--- config.mk ---
export PLATFORM = sky130hd
export DESIGN_NAME = lsu_ctrl
export DESIGN_NICKNAME = d
export VERILOG_FILES = /design/src/rtl/lsu_ctrl.sv
export SDC_FILE = /design/constraint.sdc
export NUM_CORES = 1
export LEC_CHECK = 0
export BUFFER_PORTS_ARGS = -buffer_cell sky130_fd_sc_hd__clkbuf_2
export CORE_AREA = 10 10 155 157
export CTS_CLUSTER_DIAMETER = 150
export CTS_CLUSTER_SIZE = 30
export DETAILED_ROUTE_END_ITERATION = 10
export DIE_AREA = 0 0 165 167
export PLACE_DENSITY_LB_ADDON = 0.08
export SYNTH_ARGS = -nofsm -noshare
export SYNTH_HDL_FRONTEND = slang
export SYNTH_SLANG_ARGS = --single-unit
--- constraint.sdc ---
create_clock -name clk -period 4.2 [get_ports clk]
set_clock_uncertainty 0.05 [all_clocks]
set_input_delay 0.42 -clock clk [delete_from_list [all_inputs] [get_ports clk]]
set_output_delay 0.42 -clock clk [all_outputs]
set_load 0.02 [all_outputs]
--- src/rtl/lsu_ctrl.sv ---
// Load/store sequencer between the MEM stage and a word-wide data memory port.
// Accepts one request at a time, builds byte strobes and lane-aligned store
// data, issues one or two word commands (two when the access straddles a word
// boundary) and returns sign/zero-extended load data with a one-cycle pulse.
module lsu_ctrl #(
    parameter bit SPLIT_EN = 1'b1
) (
    input  logic        clk,
    input  logic        rst,
    input  logic        req_valid,
    output logic        req_ready,
    input  logic        req_we,
    input  logic [2:0]  req_funct3,
    input  logic [31:0] req_addr,
    input  logic [31:0] req_wdata,
    output logic        resp_valid,
    output logic [31:0] resp_rdata,
    output logic        resp_err,
    output logic        mem_valid,
    input  logic        mem_ready,
    output logic [31:0] mem_addr,
    output logic        mem_we,
    output logic [3:0]  mem_wstrb,
    output logic [31:0] mem_wdata,
    input  logic        mem_rvalid,
    input  logic [31:0] mem_rdata
);

    typedef enum logic [2:0] {
        S_IDLE   = 3'd0,
        S_ISSUE0 = 3'd1,
        S_WAIT0  = 3'd2,
        S_ISSUE1 = 3'd3,
        S_WAIT1  = 3'd4,
        S_RESP   = 3'd5
    } state_t;

    state_t      state_reg, state_next;

    logic        we_reg;
    logic [2:0]  funct3_reg;
    logic [31:0] addr_reg;
    logic [31:0] wdata_reg;
    logic [7:0]  m8_reg;
    logic        mis_reg;
    logic [31:0] rd0_reg;
    logic [31:0] resp_rdata_reg;
    logic        resp_err_reg;

    // ---------------- request decode (combinational, from the live request)
    logic [3:0]  req_mask;
    logic [7:0]  req_m8;
    logic        req_mis;
    logic        req_illegal;
    logic        req_err;

    always_comb begin
        unique case (req_funct3[1:0])
            2'd0:    req_mask = 4'b0001;
            2'd1:    req_mask = 4'b0011;
            default: req_mask = 4'b1111;
        endcase
    end

    assign req_m8  = {4'b0000, req_mask} << req_addr[1:0];
    assign req_mis = |req_m8[7:4];
    // Loads allow B/H/W/BU/HU; stores only B/H/W.
    assign req_illegal = (req_funct3[1:0] == 2'd3) || (req_funct3 == 3'd6) ||
                         (req_we && req_funct3[2]);
    assign req_err = req_illegal || (req_mis && !SPLIT_EN);

    // ---------------- store data lane alignment
    // Shifting into a 64-bit window gives the first word in the low half and
    // the spill-over bytes for the second word in the high half.
    logic [63:0] wdata_wide;
    logic [31:0] mem_base;

    assign wdata_wide = {32'd0, wdata_reg} << {addr_reg[1:0], 3'b000};
    assign mem_base   = {addr_reg[31:2], 2'b00};

    // ---------------- load data merge and extension
    logic [63:0] rd_merged;
    logic [31:0] rd_shifted;
    logic [31:0] rd_ext;

    assign rd_merged = (state_reg == S_WAIT1) ? {mem_rdata, rd0_reg} : {32'd0, mem_rdata};

    // Pick result byte gi from merged byte (gi + offset).
    for (genvar gi = 0; gi < 4; gi++) begin : g_rd_lane
        assign rd_shifted[8*gi +: 8] = rd_merged[(8*gi + 8*int'(addr_reg[1:0])) +: 8];
    end

    // Extend the aligned load data according to the latched access type.
    always_comb begin
        rd_ext = rd_shifted;
        unique case (funct3_reg)
            3'd0:    rd_ext = {{24{rd_shifted[7]}}, rd_shifted[7:0]};
            3'd1:    rd_ext = {{16{rd_shifted[15]}}, rd_shifted[15:0]};
            3'd4:    rd_ext = {24'd0, rd_shifted[7:0]};
            3'd5:    rd_ext = {16'd0, rd_shifted[15:0]};
            default: rd_ext = rd_shifted;
        endcase
    end

    // State register; reset aborts any transaction in flight.
    always_ff @(posedge clk) begin
        if (rst) begin
            state_reg <= S_IDLE;
        end else begin
            state_reg <= state_next;
        end
    end

    // Next-state logic; memory responses outside the WAIT states are ignored.
    always_comb begin
        state_next = state_reg;
        unique case (state_reg)
            S_IDLE:   if (req_valid)  state_next = req_err ? S_RESP : S_ISSUE0;
            S_ISSUE0: if (mem_ready)  state_next = S_WAIT0;
            S_WAIT0:  if (mem_rvalid) state_next = mis_reg ? S_ISSUE1 : S_RESP;
            S_ISSUE1: if (mem_ready)  state_next = S_WAIT1;
            S_WAIT1:  if (mem_rvalid) state_next = S_RESP;
            S_RESP:   state_next = S_IDLE;
            default:  state_next = S_IDLE;
        endcase
    end

    // Outputs decoded from state; command fields come from latched request
    // registers so they stay stable while the memory stalls.
    always_comb begin
        req_ready  = 1'b0;
        resp_valid = 1'b0;
        mem_valid  = 1'b0;
        mem_addr   = 32'd0;
        mem_we     = 1'b0;
        mem_wstrb  = 4'd0;
        mem_wdata  = 32'd0;
        unique case (state_reg)
            S_IDLE: req_ready = 1'b1;
            S_ISSUE0: begin
                mem_valid = 1'b1;
                mem_addr  = mem_base;
                mem_we    = we_reg;
                mem_wstrb = we_reg ? m8_reg[3:0] : 4'd0;
                mem_wdata = wdata_wide[31:0];
            end
            S_ISSUE1: begin
                mem_valid = 1'b1;
                mem_addr  = mem_base + 32'd4;
                mem_we    = we_reg;
                mem_wstrb = we_reg ? m8_reg[7:4] : 4'd0;
                mem_wdata = wdata_wide[63:32];
            end
            S_RESP: resp_valid = 1'b1;
            default: ;
        endcase
    end

    assign resp_rdata = resp_rdata_reg;
    assign resp_err   = resp_err_reg;

    // Request latch, first-word capture and response registers.
    always_ff @(posedge clk) begin
        if (rst) begin
            we_reg         <= 1'b0;
            funct3_reg     <= 3'd0;
            addr_reg       <= 32'd0;
            wdata_reg      <= 32'd0;
            m8_reg         <= 8'd0;
            mis_reg        <= 1'b0;
            rd0_reg        <= 32'd0;
            resp_rdata_reg <= 32'd0;
            resp_err_reg   <= 1'b0;
        end else begin
            unique case (state_reg)
                S_IDLE: begin
                    if (req_valid) begin
                        we_reg     <= req_we;
                        funct3_reg <= req_funct3;
                        addr_reg   <= req_addr;
                        wdata_reg  <= req_wdata;
                        m8_reg     <= req_m8;
                        mis_reg    <= req_mis;
                        rd0_reg    <= 32'd0;
                        if (req_err) begin
                            resp_err_reg   <= 1'b1;
                            resp_rdata_reg <= 32'd0;
                        end
                    end
                end
                S_WAIT0: begin
                    if (mem_rvalid) begin
                        rd0_reg <= mem_rdata;
                        if (!mis_reg) begin
                            resp_err_reg   <= 1'b0;
                            resp_rdata_reg <= we_reg ? 32'd0 : rd_ext;
                        end
                    end
                end
                S_WAIT1: begin
                    if (mem_rvalid) begin
                        resp_err_reg   <= 1'b0;
                        resp_rdata_reg <= we_reg ? 32'd0 : rd_ext;
                    end
                end
                default: ;
            endcase
        end
    end

endmodule
# After elaboration in Yosys (flattened, before gate mapping)

Index checks and enable logic that the tools add are counted.

Flip-flop bits (word level): 145
Input bits: 105
Output and inout port bits: 105
Logic and storage cells: 88

$add $sub $neg: 4
Equality and inequality tests: 18
Shift operators: 6
Mux-type cells: 36
Reductions and logical operators: 14

Operators with widths:

| kind                    | number |
|---|---|
| $mux W32                | 8 |
| $pmux W32 S2            | 3 |
| $shiftx A64 B7 Y8       | 3 |
| $pmux W32 S4            | 1 |
| $pmux W32 S3            | 1 |
| $mux W64                | 1 |
| $shiftx A64 B6 Y8       | 1 |
| $shl A32 B5 Y64         | 1 |
| $add A32 B3 Y32 const B | 1 |
| $mux W3                 | 7 |
| $pmux W4 S2             | 2 |
| $eq A3 B3 Y1 const B    | 5 |
| $pmux W3 S5             | 1 |
| $ne A2 B2 Y1 const B    | 7 |
| $add A5 B5 Y6 const A   | 2 |
| $mux W1                 | 9 |
| $mux W4                 | 2 |
| $shl A4 B2 Y8           | 1 |
| $add A4 B5 Y6 const A   | 1 |
| $eq A3 B1 Y1 const B    | 2 |
| $eq A3 B2 Y1 const B    | 2 |
| $logic_not A3 Y1        | 2 |
| $reduce_and A6 Y1       | 1 |
| $reduce_and A5 Y1       | 1 |
| 12 further kinds        | 13 |

# Depth between registers and ports, before layout

Gate-level depths: netlist of run 1.

Depth after elaboration: 8
Mapped depth: 9
Gate-level depth less buffers: 6

# Least setup slack after synthesis of run 1

No wires, ideal clock.

Path kind: register to output
Start point: register state_reg[0]
End point: output port mem_wdata[0]
Data arrival time: 2.017 ns
Required time: 3.730 ns
Slack: 1.713 ns
Stages on the path, launching flop included: 7
Buffers on the path: 2
Path through: dfxtp_1 > clkbuf_1 > nand2b_1 > inv_1 > clkbuf_1 > nand2_1 > o21ai_0

Cells in the longest elaborated chain, start to end: 2
Elaborated cells on any way between the ends: 3
Those cells by class: 2 x eq/ne; 1 x mux

Ends and longest elaborated chain:

| what                                         | line | text |
|---|---|---|
| start: declaration                           | 38   | `state_t state_reg, state_next;` |
| start signal: assignment                     | 110  | `state_reg <= state_next;` |
| $eq A3 B2 Y1 or $eq A3 B1 Y1 (tied branches) | 138  | `unique case (state_reg)` |
| $pmux W32 S2 *                               | 138  |  |
| end: declaration                             | 24   | `output logic [31:0] mem_wdata,` |

Mark *: on every way between the ends. The rest lies on a longest branch, timed or not.

# Final worst setup path of run 1

Start point: register state_reg[0]
End point: output port mem_wdata[4]

Same word-level chain as after synthesis.

==> run_results.csv, run 1 <==
group,metric,value,unit
run_status,status,"finished clean",
worst_setup_path,rr_endpoint,"resp_rdata[25]$_SDFFE_PP0P_",
synthesis,synthCells,1076,
die,ios,210,
timing,whs,0.163,ns
clocking,postCtsSetupBuffers,0,
die,initial_utilization,0.395,
synthesis,synth_edf_count,0,
die,coreArea,20800,um2
worst_hold_path,holdPathStages,3,
clocking,clk_pin_slew,0.06,ns
place,pre_cts_slack,1.02,ns
clocking,cts_resized,0,
run,maxCapViolations,0,
timing,hold_viol_final,0,
die,rows,53,
worst_setup_path,cp-start-kind,"flop",
worst_setup_path,reg2reg_depth,5,
synthesis,synth.avg_cell_area,7.64,um2
place,port_buffers,207,
synthesis,ys_warn_count,0,
worst_hold_path,hold-path-endpoint,"addr_reg[31]$_SDFFE_PP0P_",
routing,drt-vias-per-instance,5.45,
routing,firstDrtPassIters,5,
worst_setup_path,required,3.73,ns
synthesis,syn_area,8230,um2
clocking,holdBufCountCts,0,
die,fp.dieH,167,um
global_routing,grtUsageTotal,0.199,
worst_setup_path,cpMaxStageDelayCell,"nor2_1",
worst_setup_path,rr_startpoint,"state_reg[1]$_SDFFE_PP0P_",
clocking,cts_root_buf,"clkbuf_16",
worst_setup_path,endpoint_kind,"output port",
synthesis,synth.largest_area_cell,"dfxtp_1",
clocking,htreeDepth,4,
timing,setup_viol,0,
synthesis,synth_top_area_frac,0.350,
synthesis,synth_flop_cell,"dfxtp_1",
worst_setup_path,rrSetupSlack,1.01,ns
place,dpl.hpwl,20.5,mm
timing,slew_violations,0,
cells_and_area,drive_above_1_share,0.239,
worst_setup_path,worstPathCellList,"nand2b_1, inv_1, nand3_1, nor2_1, nand2_1, o21ai_0, clkbuf_2",
routing,drc,0,
timing,timing.final.ws_setup,0.572,ns
worst_hold_path,hp-class,"in2reg",
routing,routed_wl,28.3,mm
routing,drtIter0Drc,650,
worst_setup_path,max_stage_delay,0.77,ns
routing,wire_per_inst,18.6,um
cells_and_area,area_growth,21.6,%
worst_hold_path,hold_start,"req_addr[31]",
timing,finalCritPeriodShare,0.864,
worst_setup_path,cp_max_fo,14,
routing,drt.antenna.violating_nets,0,
cells_and_area,n_antenna_cell,0,
timing,min_period,3.63,ns
clocking,cts_tree,"done",
cells_and_area,final_cell_mix,"264 x nand2_1, 206 x clkbuf_2, 142 x dfxtp_1, 127 x a21oi_1, 84 x mux2i_1",
clocking,clock_latency,0.42,ns
global_routing,grt_pass1_vias,8055,
pwr,irDropWorstVdd,0.252,mV
synthesis,ys_seq_area_frac,0.350,
timing,fmax,276,MHz
global_routing,grt_pass1_wl,44.1,mm
pwr,power_density,420,nW/um2
synthesis,ys_top_cells_by_area,"dfxtp_1 35%, nand2_1 12%, mux2i_1 10%, a21oi_1 7.8%, nand3_1 3.7%",
pwr,p_leak,4.11,nW
worst_setup_path,worstPathArrival,3.16,ns
place,gp_congestion,0.848,
cells_and_area,final_common_cell,"nand2_1",
worst_setup_path,setup.worst_path.class,"reg2out",
die,die-area,27600,um2
clocking,cts_max_path_buffers,2,
global_routing,grt_max_degree,66,
die,die-width,165,um
global_routing,antenna_found_initial,0,
synthesis,synth_cell_types,58,
synthesis,synth_seq_cells,144,
global_routing,grt_overflow,0,
synthesis,async_flop_share,0,
cells_and_area,nNetsFinal,1339,
timing,max_slew_margin,0.436,
clocking,cts_buffers,17,
timing,rsz0062_at_grt,"false",
timing,tightestPinTransition,0.843,ns
timing,setup-tns-final,0,ns
clocking,cts_num_sinks,144,
routing,vias,8277,
## through the flow
step                      cells  power, mW  cell area, um2  utilization
final                      1520       4.19           10000        0.480
after global routing       1520       4.41           10000        0.480
after CTS                  1520       4.24           10000        0.480
after detailed placement   1489       2.65            9390        0.451
after global placement     1489       2.65            9390        0.451
after floorplan            1077       2.31            8230            -
## per-layer routing
| metal | share of wire | global-route usage | vias up | wire [um] |
|---|---|---|---|---|
| met3 | 0.069 | 0.0621 | 27 | 1950 |
| met2 | 0.48 | 0.320 | 252 | 13500 |
| met1 | 0.43 | 0.249 | 3910 | 12300 |
| met4 | 0.017 | 0.0543 | 0 | 490 |
| met5 | 0 | 0 | - | 0 |
| li1 | - | - | 4088 | - |
## worst max path at each step
stage	cells past startpoint	slack, ns	start	to
after floorplan	6	1.71	state_reg[0]$_SDFFE_PP0P_	mem_wdata[0]
after global placement	7	1.06	state_reg[1]$_SDFFE_PP0P_	mem_addr[31]
after detailed placement	5	1.02	state_reg[1]$_SDFFE_PP0P_	resp_rdata[17]$_SDFFE_PP0P_
after CTS	7	0.56	state_reg[1]$_SDFFE_PP0P_	mem_addr[31]
after global routing	7	0.34	state_reg[0]$_SDFFE_PP0P_	mem_wdata[0]
final	7	0.57	state_reg[0]$_SDFFE_PP0P_	mem_wdata[4]
## synthesized netlist by cell type (all sizes together) (3+ instances only)
cell	number
nand2b	5
or3	3
o211ai	3
xnor2	11
and2	3
nor4	5
a221o	6
xor2	11
and3	13
o2111ai	5
nand3	61
and4	5
o221a	5
mux2i	84
a22o	9
o22ai	8
nor3b	5
nor3	10
buf	28
clkbuf	59
inv	9
mux2	11
a21oi	128
mux4	12
nand3b	3
nand4	7
o21a	7
or3b	3
a31oi	8
nor2	58
dfxtp	144
o21ai	59
nand2	265
## cell families after synthesis
kind of cell / count (synthesis) / share of synthesized area
and+or+nand+nor: 452 / 0.243
AOI/OAI and AO/OA: 253 / 0.181
DFF: 144 / 0.350
muxes: 107 / 0.150
buffers and inverters: 96 / 0.0499
xor gates and xnor gates: 22 / 0.0234
adders and majority gates: 1 / 0.00152
other: 1 / 0.000456
## final cells by class
class	count	area (um2)
fillers	2143	10800
multi-input cells	837	4950
flip-flops and latches	144	2890
repair buffers	224	1170
clock buffers	19	454
well taps	275	344
clock inverters	12	158
inverters	9	33.8
## critical path, delay by kind of cell, from the launching register on
family	cells	cell delay (ns)
compound gates	1	0.12
flops	1	0.60
simple gates	4	1.40
buf+inv	2	0.61
## report_power, final
group          internal (mW)  leakage [nW]  switching [mW]  total (mW)
Combinational          0.368          2.65           0.645        1.01
Clock                  0.970         0.291           0.612        1.58
Sequential              1.47          1.17           0.129        1.60
Total                   2.81          4.11            1.39        4.19
Power figures use the tool's default switching activity.
==> run 2, diff against run 1 <==
Settings changed: CELL_PAD_IN_SITES_DETAIL_PLACEMENT from default to 1, CELL_PAD_IN_SITES_GLOBAL_PLACEMENT from default to 1.
==> run_results.csv, run 2 (synthesis gave the netlist of run 1 again) <==
group,metric,value,unit
die,initial_utilization,0.395,
worst_setup_path,worstPathCellList,"nand4_1, nor3_1, buf_4, or3b_2, or4_1, nand2_1, clkbuf_2",
timing,fmax,279,MHz
worst_setup_path,required,3.73,ns
routing,drt-vias-per-instance,5.61,
place,dpl.hpwl,22.0,mm
worst_setup_path,worstPathArrival,3.12,ns
timing,setup-tns-final,0,ns
routing,firstDrtPassIters,4,
global_routing,grt_pass1_wl,47.7,mm
clocking,htreeDepth,4,
cells_and_area,final_cell_mix,"264 x nand2_1, 206 x clkbuf_2, 142 x dfxtp_1, 127 x a21oi_1, 84 x mux2i_1",
worst_setup_path,crit_buf_inv,2,
pwr,p_switching,1.49,mW
run_status,status,"finished clean",
clocking,postCtsSetupBuffers,0,
timing,min_period,3.59,ns
routing,routed_wl,30.5,mm
cells_and_area,drive_above_1_share,0.240,
pwr,total_power,4.16,mW
die,die-width,165,um
timing,setup_viol,0,
worst_setup_path,setup.worst_path.class,"reg2out",
timing,hold_viol_final,0,
clocking,cts_resized,0,
clocking,clock_latency,0.43,ns
pwr,power_frac_seq,0.389,
routing,vias,8525,
pwr,p_int,2.67,mW
die,rows,53,
global_routing,antenna_found_initial,0,
cells_and_area,n_antenna_cell,0,
timing,tightestPinTransition,1.03,ns
die,fp.dieH,167,um
die,ios,210,
run,maxCapViolations,0,
pwr,p_comb_frac,0.243,
cells_and_area,area_growth,21.0,%
worst_hold_path,hp-class,"in2reg",
worst_setup_path,cpMaxStageDelayCell,"dfxtp_1",
die,coreArea,20800,um2
place,port_buffers,207,
cells_and_area,final_common_cell,"nand2_1",
global_routing,grt_overflow,0,
timing,finalCritPeriodShare,0.855,
clocking,cts_root_buf,"clkbuf_16",
worst_setup_path,cp_top_family,"simple AND/OR/NAND/NOR gates",
worst_setup_path,cp-start-kind,"flop",
timing,rsz0062_at_grt,"false",
cells_and_area,nNetsFinal,1338,
place,gp_congestion,0.856,
routing,drc,0,
worst_setup_path,max_stage_delay,0.66,ns
clocking,cts_tree,"done",
worst_setup_path,endpoint_kind,"output port",
routing,wire_per_inst,20.1,um
clocking,cts_buffers,17,
pwr,power_density,418,nW/um2
global_routing,grtUsageTotal,0.216,
routing,drtIter0Drc,449,
clocking,clk_pin_slew,0.07,ns
routing,drt.antenna.violating_nets,0,
cells_and_area,n_fill_cell,2652,
die,die-area,27600,um2
pwr,p_leak,4.09,nW
pwr,switching_share,0.357,
pwr,clockPowerShare,0.368,
clocking,holdBufCountCts,0,
global_routing,grt_pass1_vias,8613,
pwr,irDropWorstVdd,0.284,mV
clocking,cts_max_path_buffers,2,
clocking,cts_num_sinks,144,
timing,max_slew_margin,0.311,
worst_setup_path,cp_max_fo,17,
global_routing,grt_max_degree,74,
timing,slew_violations,0,
[run 2: changes by cell type in the layout (fill, tap and decap cells not counted), sizes merged]
| cell | delta |
|---|---|
| buf | -1 |
| bufinv | -2 |
| clkbuf | -2 |
| clkinvlp | -1 |
| clkinv | -1 |
| inv | +7 |
[run 2: stage by stage]
stage | std cells | util | worst slack (ns) | hold slack, ns | cell area (um2)
6_report | 1520 | 0.478 | 0.610 | 0.149 | 9950
5_1_grt | 1520 | 0.478 | 0.380 | 0.147 | 9950
4_1_cts | 1520 | 0.478 | 0.628 | 0.138 | 9950
3_5_place_dp | 1488 | 0.450 | 1.12 | 0.396 | 9380
3_3_place_gp | 1488 | 0.450 | 1.18 | 0.387 | 9380
2_1_floorplan | 1077 | - | 1.71 | 0.379 | 8230
[run 2: power groups by stage]
stage / Combinational, mW / Clock [mW] / Sequential, mW
2_1_floorplan: 0.710 / 0 / 1.60
3_3_place_gp: 1.01 / 0 / 1.64
3_5_place_dp: 1.02 / 0 / 1.65
4_1_cts: 1.02 / 1.56 / 1.62
5_1_grt: 1.12 / 1.62 / 1.64
6_report: 1.01 / 1.53 / 1.62
[run 2: layer usage]
layer	track usage	routed length, um	vias to the layer above
li1	-	-	4098
met4	0.0855	955	0
met3	0.0473	1590	46
met1	0.265	13100	4178
met5	0	0	-
met2	0.356	14800	203
[run 2: tightest hold or removal path: stages]
cell and delay, ns:
clkbuf_2 0.08, nand2_1 0.04, a21oi_1 0.05
[run 2: final cells by class]
class / count / area (um2) / area share
clock buffers: 17 / 425 / 0.0427
well taps: 275 / 344 / 0.0346
clock inverters: 15 / 148 / 0.0148
multi-input cells: 837 / 4950 / 0.498
inverters: 9 / 33.8 / 0.00339
repair buffers: 223 / 1160 / 0.116
flip-flops and latches: 144 / 2890 / 0.290
[run 2: path summary, 6_finish.rpt]
| kind | end | slack, ns | startpoint | cells after the start |
|---|---|---|---|---|
| worst max-delay path | mem_addr[31] | 0.61 | state_reg[1]$_SDFFE_PP0P_ | 7 |
| worst max register to register | resp_rdata[20]$_SDFFE_PP0P_ | 1.13 | state_reg[1]$_SDFFE_PP0P_ | 5 |
| worst min-delay path | addr_reg[9]$_SDFFE_PP0P_ | 0.15 | req_addr[9] | 3 |
| worst min register to register | rd0_reg[28]$_SDFFE_PP0P_ | 0.40 | rd0_reg[28]$_SDFFE_PP0P_ | 2 |
==> run 3, diff against run 2 <==
Settings changed: GPL_TIMING_DRIVEN from default to 0.
==> run_results.csv, run 3 (synthesis gave the netlist of run 1 again) <==
group,metric,value,unit
run_status,status,"finished clean",
timing,rsz0062_at_grt,"false",
global_routing,grt_max_degree,17,
cells_and_area,final_common_cell,"nand2_1",
routing,routed_wl,34.5,mm
pwr,irDropWorstVdd,0.272,mV
cells_and_area,finalInstanceArea,10200,um2
global_routing,grtUsageTotal,0.245,
clocking,holdBufCountCts,0,
worst_hold_path,hp-class,"in2reg",
routing,drtIter0Drc,467,
timing,slew_violations,0,
die,ios,210,
pwr,p_leak,4.18,nW
die,coreArea,20800,um2
worst_setup_path,crit_buf_inv,4,
timing,tightestPinTransition,0.915,ns
cells_and_area,area_growth,24.2,%
clocking,cts_num_sinks,144,
worst_setup_path,cpMaxStageDelayCell,"nor2_1",
worst_setup_path,endpoint_kind,"output port",
clocking,cts_root_buf,"clkbuf_16",
die,die-width,165,um
place,gp_congestion,0.900,
timing,setup-tns-final,0,ns
routing,wire_per_inst,21.8,um
timing,hold_viol_final,0,
clocking,htreeDepth,4,
die,fp.dieH,167,um
place,dpl.hpwl,26.2,mm
global_routing,grt_overflow,0,
worst_setup_path,cp-start-kind,"flop",
worst_setup_path,cp_top_family,"simple AND/OR/NAND/NOR gates",
worst_setup_path,rrSetupSlack,1.46,ns
die,rows,53,
pwr,power_density,428,nW/um2
clocking,clock_latency,0.43,ns
run,maxCapViolations,0,
clocking,postCtsSetupBuffers,0,
clocking,cts_buffers,17,
worst_setup_path,worstPathArrival,3.35,ns
global_routing,grt_pass1_wl,53.0,mm
clocking,cts_max_path_buffers,2,
global_routing,grt_pass1_vias,9511,
timing,setup_viol,0,
place,dpl-instance-area,9590,um2
worst_setup_path,setup.worst_path.class,"reg2out",
routing,firstDrtPassIters,5,
routing,drt.antenna.violating_nets,0,
timing,fmax,262,MHz
worst_setup_path,required,3.73,ns
timing,min_period,3.82,ns
cells_and_area,final_cell_mix,"265 x nand2_1, 204 x clkbuf_2, 144 x dfxtp_1, 128 x a21oi_1, 84 x mux2i_1",
clocking,cts_tree,"done",
timing,finalCritPeriodShare,0.909,
routing,drt-vias-per-instance,5.67,
worst_setup_path,worstPathCellList,"inv_1, clkbuf_1, buf_2, nand3_1, nor2_1, nand2_1, o21ai_0, clkbuf_2",
routing,drc,0,
die,die-area,27600,um2
cells_and_area,nNetsFinal,1405,
worst_setup_path,cp_max_fo,10,
routing,vias,9004,
clocking,cts_resized,0,
global_routing,antenna_found_initial,0,
die,initial_utilization,0.395,
clocking,clk_pin_slew,0.06,ns
cells_and_area,n_antenna_cell,0,
place,port_buffers,203,
worst_setup_path,max_stage_delay,0.68,ns
cells_and_area,drive_above_1_share,0.221,
timing,max_slew_margin,0.390,
run 3: changes by cell type in the layout (fill, tap and decap cells not counted), moves of 2 or more:
cell / change
clkbuf_2: -2
buf_6: +3
clkbuf_1: +59
buf_4: -14
inv_8: -2
buf_2: +12
clkinv_4: +3
dfxtp_1: +2
buf_1: +10
inv_6: -7
bufinv_16: +3
run 3: path summary, 6_finish.rpt:
kind	cells after the start	endpoint	from
setup reg to reg	8	funct3_reg[1]$_SDFFE_PP0P_	state_reg[1]$_SDFFE_PP0P_
hold / removal	3	addr_reg[13]$_SDFFE_PP0P_	req_addr[13]
hold reg to reg	2	rd0_reg[17]$_SDFFE_PP0P_	rd0_reg[17]$_SDFFE_PP0P_
setup / recovery	8	mem_wdata[7]	addr_reg[1]$_SDFFE_PP0P_
run 3: stage by stage:
stage,instances,total power [mW],worst slack (ns),util,hold slack (ns)
after floorplan,1077,2.31,1.71,-,0.379
after CTS,1587,4.38,0.450,0.491,0.137
final,1587,4.38,0.383,0.491,0.147
after global routing,1587,4.56,0.230,0.491,0.156
after global placement,1555,2.72,0.955,0.461,0.388
after detailed placement,1555,2.74,0.922,0.461,0.396
run 3: final cells by class:
type	instances	area, um2
Sequential cell	144	2880
Clock inverter	13	188
Timing Repair Buffer	203	1020
Clock buffer	19	443
Fill cell	2691	10600
Inverter	9	33.8
Multi-Input combinational cell	837	4940
Buffer	87	377
Tap cell	275	344
run 3: layer usage:
layer	share of wire	wire, um	vias up	track usage
met5	0	0	-	0
met4	0.043	1480	0	0.123
met3	0.065	2240	96	0.0520
met2	0.48	16500	334	0.404
met1	0.41	14300	4351	0.292
li1	-	-	4223	-
run 3: power by group:
part           switching, mW  total (mW)  internal (mW)
clock                  0.639        1.65           1.01
sequential             0.104        1.58           1.47
combinational          0.765        1.15          0.387
total                   1.51        4.38           2.87
run 3: worst min-delay path, delay by kind of cell:
family | cells | cell delay [ns]
AND/OR/NAND/NOR | 1 | 0.04
buffers and inverters | 1 | 0.08
AO/OA/AOI/OAI | 1 | 0.05
